File: src/rtl/lsu_pkg.sv
// Shared definitions for the load/store unit: funct3 codes, FSM states,
// and the request legality helper.
package lsu_pkg;

  localparam logic [2:0] F3_B  = 3'd0;
  localparam logic [2:0] F3_H  = 3'd1;
  localparam logic [2:0] F3_W  = 3'd2;
  localparam logic [2:0] F3_BU = 3'd4;
  localparam logic [2:0] F3_HU = 3'd5;

  typedef enum logic [1:0] {
    ST_IDLE   = 2'd0,
    ST_ACCESS = 2'd1,
    ST_RESP   = 2'd2
  } lsu_state_e;

  // Stores only have signed-size encodings; loads also have the unsigned ones.
  function automatic logic f3_legal(input logic we, input logic [2:0] f3);
    logic ok;
    ok = (f3 == F3_B) || (f3 == F3_H) || (f3 == F3_W);
    if (!we) ok = ok || (f3 == F3_BU) || (f3 == F3_HU);
    return ok;
  endfunction

endpackage

File: src/rtl/lsu_extend.sv
// Sign/zero extension of assembled load data according to funct3.
module lsu_extend
  import lsu_pkg::*;
(
  input  logic [2:0]  func3,
  input  logic [31:0] data,
  output logic [31:0] ext
);

  // Pick the extension mode from the load size/signedness.
  always_comb begin
    ext = data;
    case (func3)
      F3_B:    ext = {{24{data[7]}}, data[7:0]};
      F3_H:    ext = {{16{data[15]}}, data[15:0]};
      F3_BU:   ext = {24'b0, data[7:0]};
      F3_HU:   ext = {16'b0, data[15:0]};
      default: ext = data;
    endcase
  end

endmodule

File: src/rtl/load_store_unit.sv
// Load/store unit: accepts one request at a time, issues one aligned beat or
// splits misaligned half/word accesses into ascending byte beats, then returns
// a one-cycle response carrying extended load data or an error flag.
//
// Handshake: a request is taken on a rising edge where req_valid && req_ready;
// req_ready is high only in IDLE and requests offered elsewhere are dropped.
// rsp_valid is a single-cycle pulse; rsp_rdata/rsp_err hold until the next one.
module load_store_unit
  import lsu_pkg::*;
#(
  parameter int ADDR_W = 8
) (
  input  logic              clk,
  input  logic              rst_n,
  input  logic              req_valid,
  output logic              req_ready,
  input  logic              req_we,
  input  logic [2:0]        req_func3,
  input  logic [ADDR_W-1:0] req_addr,
  input  logic [31:0]       req_wdata,
  output logic              rsp_valid,
  output logic [31:0]       rsp_rdata,
  output logic              rsp_err,
  output logic              mem_read,
  output logic              mem_write,
  output logic [ADDR_W-1:0] mem_addr,
  output logic [31:0]       mem_wdata,
  output logic [2:0]        mem_func3,
  input  logic [31:0]       mem_rdata
);

  lsu_state_e        state, state_next;
  logic              we_q;
  logic [2:0]        func3_q;
  logic [ADDR_W-1:0] addr_q;
  logic [31:0]       wdata_q;
  logic              split_q;
  logic [1:0]        last_q;
  logic [1:0]        beat_q;
  logic [31:0]       asm_q;
  logic [31:0]       rdata_q;
  logic              err_q;

  logic              accept;
  logic              req_legal;
  logic              req_misaligned;
  logic [1:0]        req_last;
  logic              last_beat;
  logic [31:0]       asm_next;
  logic [31:0]       ext_data;
  logic [7:0]        beat_byte;

  assign accept    = (state == ST_IDLE) && req_valid;
  assign req_legal = f3_legal(req_we, req_func3);
  assign last_beat = (beat_q == last_q);
  assign beat_byte = wdata_q[8*beat_q +: 8];

  // Classify the incoming request: misaligned half/word becomes 2 or 4 byte beats.
  always_comb begin
    req_misaligned = 1'b0;
    req_last       = 2'd0;
    case (req_func3)
      F3_H, F3_HU: begin
        req_misaligned = req_addr[0];
        req_last       = req_addr[0] ? 2'd1 : 2'd0;
      end
      F3_W: begin
        req_misaligned = |req_addr[1:0];
        req_last       = (|req_addr[1:0]) ? 2'd3 : 2'd0;
      end
      default: begin
        req_misaligned = 1'b0;
        req_last       = 2'd0;
      end
    endcase
  end

  // Merge this beat's read data into the assembly value (bytes land little-endian).
  always_comb begin
    asm_next = asm_q;
    if (split_q) asm_next[8*beat_q +: 8] = mem_rdata[7:0];
    else         asm_next = mem_rdata;
  end

  lsu_extend u_extend (
    .func3 (func3_q),
    .data  (asm_next),
    .ext   (ext_data)
  );

  // State register.
  always_ff @(posedge clk or negedge rst_n) begin
    if (!rst_n) state <= ST_IDLE;
    else        state <= state_next;
  end

  // Next-state logic.
  always_comb begin
    state_next = state;
    case (state)
      ST_IDLE:   if (req_valid) state_next = req_legal ? ST_ACCESS : ST_RESP;
      ST_ACCESS: if (last_beat) state_next = ST_RESP;
      ST_RESP:   state_next = ST_IDLE;
      default:   state_next = ST_IDLE;
    endcase
  end

  // Outputs: strobes only in ACCESS; split beats use byte-sized funct3.
  always_comb begin
    req_ready = (state == ST_IDLE);
    rsp_valid = (state == ST_RESP);
    mem_read  = (state == ST_ACCESS) && !we_q;
    mem_write = (state == ST_ACCESS) && we_q;
    mem_addr  = addr_q + ADDR_W'(beat_q);
    mem_func3 = split_q ? (we_q ? F3_B : F3_BU) : func3_q;
    mem_wdata = split_q ? {24'b0, beat_byte} : wdata_q;
  end

  // Request latch, beat counter, load assembly and response registers.
  always_ff @(posedge clk or negedge rst_n) begin
    if (!rst_n) begin
      we_q    <= 1'b0;
      func3_q <= 3'd0;
      addr_q  <= '0;
      wdata_q <= 32'd0;
      split_q <= 1'b0;
      last_q  <= 2'd0;
      beat_q  <= 2'd0;
      asm_q   <= 32'd0;
      rdata_q <= 32'd0;
      err_q   <= 1'b0;
    end else if (accept) begin
      we_q    <= req_we;
      func3_q <= req_func3;
      addr_q  <= req_addr;
      wdata_q <= req_wdata;
      split_q <= req_misaligned;
      last_q  <= req_last;
      beat_q  <= 2'd0;
      asm_q   <= 32'd0;
      if (!req_legal) begin
        rdata_q <= 32'd0;
        err_q   <= 1'b1;
      end
    end else if (state == ST_ACCESS) begin
      beat_q <= beat_q + 2'd1;
      if (!we_q) asm_q <= asm_next;
      if (last_beat) begin
        rdata_q <= we_q ? 32'd0 : ext_data;
        err_q   <= 1'b0;
      end
    end
  end

  assign rsp_rdata = rdata_q;
  assign rsp_err   = err_q;

endmodule

File: config.mk
export PLATFORM = sky130hd
export DESIGN_NAME = load_store_unit
export DESIGN_NICKNAME = d
export VERILOG_FILES = /design/src/rtl/lsu_pkg.sv /design/src/rtl/lsu_extend.sv /design/src/rtl/load_store_unit.sv
export SDC_FILE = /design/constraint.sdc
export NUM_CORES = 1
export LEC_CHECK = 0
export ABC_AREA = 1
export BUFFER_PORTS_ARGS = -buffer_cell sky130_fd_sc_hd__buf_4
export CAP_MARGIN = 20
export CORE_MARGIN = 5
export CORE_UTILIZATION = 55
export DETAILED_ROUTE_END_ITERATION = 12
export HOLD_SLACK_MARGIN = 0.03
export PLACE_DENSITY = 0.81
export SYNTH_ARGS = -nofsm -noshare
export SYNTH_HDL_FRONTEND = slang
export SYNTH_HIERARCHICAL = 1
export SYNTH_SLANG_ARGS = --single-unit
File: constraint.sdc
create_clock -name clk -period 3.2 [get_ports clk]
set_input_delay 0.32 -clock clk [delete_from_list [all_inputs] [get_ports clk]]
set_output_delay 0.32 -clock clk [all_outputs]
set_load 0.01 [all_outputs]
==> flow_summary.json <==
{
  "status": "finished, final reports clean",
  "leakage_nw": 4.65,
  "max_slew_margin": 0.509,
  "cts_buffers": 17,
  "num_antenna_cells": 0,
  "end_kind": "output port",
  "netlist_instances": 977,
  "multi_input_area_um2": 3230,
  "layout_setup_ws_ps": 432,
  "setup_violations": 0,
  "grt_first_pass_wirelength_mm": 32.7,
  "cts_setup_buffers": 0,
  "die_y_um": 121,
  "fillers": 1044,
  "rsz0062_at_grt": "no",
  "rrSetupSlack_ps": 470,
  "placed_cells": 1234,
  "grt_max_degree": 108,
  "nets": 1194,
  "antenna_found_initial": 0,
  "ys_seq_area_frac": 0.427,
  "drive_above_1_share": 0.199,
  "clk_latency_ps": 420,
  "num_rows": 40,
  "routabilityCongestion": 0.950,
  "gr-total-overflow": 0,
  "ant_nets": 0,
  "dp_slack_ps": 571,
  "fmax_mhz": 361,
  "clock-root-buffer": "clkbuf_16",
  "coreArea_um2": 12000,
  "dp_hpwl_mm": 13.6,
  "chipWidth_um": 121,
  "die_area_um2": 14600,
  "drc": 0,
  "drt_iter0_markers": 773,
  "fin_tns_setup_ps": 0,
  "clkTransAtPathRegs_ps": 60,
  "cts.repair.resized": 0,
  "htreeDepth": 4,
  "routed_wl_mm": 19.9,
  "fin_cells": 1267,
  "syn_area_um2": 6730,
  "grt_pass1_vias": 6636,
  "synth_area_per_cell_um2": 6.89,
  "ir_worst_vdd_v": 0.000636,
  "tightest_slew_ps": 736,
  "synth_top_cell_by_area": "dfrtp_1",
  "seq_area_um2": 2880,
  "cts.sinks": 115,
  "via_per_inst": 5.34,
  "power.total_mw": 9.07,
  "grt_usage": 0.284,
  "slew_violations": 0,
  "syn_nets": 1064,
  "area_delta_synth_final_pct": 25.6,
  "cts_tree": "yes",
  "firstDrtPassIters": 7,
  "vias": 6763,
  "detail_route.wl_per_cell_um": 15.7,
  "fin_crit_ps": 2770,
  "start_util": 0.561,
  "synth_top_area_frac": 0.427,
  "worstPathMaxFanout": 21,
  "critPathKind": "flip-flop to output port",
  "synthDistinctLibCells": 31,
  "yosysWarnings": 6,
  "io_buffers": 158,
  "crit_arrival_ps": 2450,
  "clk_path_buf_depth": 2,
  "whs_ps": 92.7,
  "finClkSkew_ps": 11.2,
  "required_ps": 2880,
  "start_kind": "flip-flop",
  "finalHoldViolations": 0,
  "power_density_nw_per_um2": 1070,
  "ios": 159,
  "cap_violations": 0,
  "ys_ff_latch": 115,
  "hold_path.class": "input port to flip-flop",
  "synth_area_leaders": "dfrtp_1 (43%), nand2_1 (22%), nand3_1 (6.5%), nor2_1 (5.9%), o21ai_0 (4.0%)",
  "fin_crit_sh": 0.865
}
==> path summary, 6_finish.rpt <==
path,end,from,cells past startpoint
worst max-delay path,mem_addr[6],beat_q[0]$_DFFE_PN0P_,8
worst min-delay path,addr_q[4]$_DFFE_PN0P_,req_addr[4],3
worst max register to register,rsp_rdata[16]$_DFFE_PN0P_,beat_q[0]$_DFFE_PN0P_,13
worst min register to register,rsp_err$_DFFE_PN0P_,rsp_err$_DFFE_PN0P_,2
max in group asynchronous,wdata_q[7]$_DFFE_PN0P_,rst_n,3
min in group asynchronous,asm_q[12]$_DFFE_PN0P_,rst_n,2
==> power by group <==
part	switching, mW	total (mW)	internal (mW)	leakage [nW]
Sequential	0.486	2.56	2.07	1.49
Clock	0.666	1.92	1.25	0.300
Combinational	2.85	4.59	1.75	2.87
==> layout make-up <==
| type | instances | area share |
|---|---|---|
| Multi-Input combinational cell | 733 | 0.382 |
| Sequential cell | 115 | 0.341 |
| Clock buffer | 21 | 0.0545 |
| Clock inverter | 11 | 0.0158 |
| Tap cell | 147 | 0.0218 |
| Timing Repair Buffer | 169 | 0.153 |
| Inverter | 71 | 0.0318 |
==> routing by layer <==
metal | vias up | share of wire | track usage
li1 | 3304 | - | -
met1 | 3086 | 0.40 | 0.351
met2 | 309 | 0.47 | 0.448
met3 | 64 | 0.091 | 0.0954
met4 | 0 | 0.044 | 0.135
met5 | - | 0 | 0
==> sequential cells by signal, indices dropped and copies added, names as in the netlist, 2 cells and up <==
signal     cells
beat_q         2
func3_q        3
state          2
last_q         2
rsp_rdata     32
asm_q         32
wdata_q       32
addr_q         8
==> logic make-up after synthesis <==
| logic type | synth area share |
|---|---|
| buf+inv | 0.0925 |
| flops | 0.427 |
| simple gates | 0.376 |
| xor+xnor | 0.00520 |
| compound gates | 0.0825 |
| fa+ha+maj | 0.0160 |
==> through the flow <==
stage / area [um2] / utilization
floorplan: 6730 / -
global placement: 7850 / 0.654
detailed placement: 7850 / 0.654
CTS: 8450 / 0.704
global route: 8450 / 0.704
finish: 8450 / 0.704
==> cell usage after synthesis, drive strengths merged <==
cell / count
a21boi: 10
a21oi: 40
buf: 49
clkbuf: 9
clkinv: 2
dfrtp: 115
fa: 1
ha: 7
inv: 69
nand2: 400
nand3: 90
nand3b: 1
nand4: 3
nor2: 110
nor3: 1
o21ai: 56
or2: 10
xnor2: 1
xor2: 3
==> placed cells by master, fill, tap and decap left out, types with 2 or more instances in the layout <==
cell,synthesis,final
or2_2,10,10
nand3_1,87,87
nand4_1,3,3
dfrtp_1,115,114
clkbuf_8,0,2
nor2_2,2,2
o21ai_0,54,54
a21boi_0,9,9
nor2_4,2,2
nor2_1,106,106
nand2_4,2,2
clkinv_1,2,2
inv_1,65,65
ha_1,7,7
a21oi_1,40,40
inv_2,3,3
clkbuf_16,0,17
bufinv_16,0,3
xor2_1,3,3
buf_12,0,2
buf_4,12,166
o21ai_1,2,2
nand2_1,397,397
clkbuf_1,9,2
nand3_4,3,3
clkinv_2,0,7
==> what timing repair did <==
item / in CTS / in global routing
endpoints found under the hold margin: 44 / 0
hold buffers: 1 / 0
endpoints found under the setup margin: 0 / 0
==> critical path: stages, from the launching register on <==
cell	delay, ps
dfrtp_1	470
buf_4	280
ha_1	200
inv_1	50
fa_1	400
nor2_1	200
nand3_1	110
xor2_1	160
buf_4	140
No activity file was read; power rests on OpenSTA's default activity.
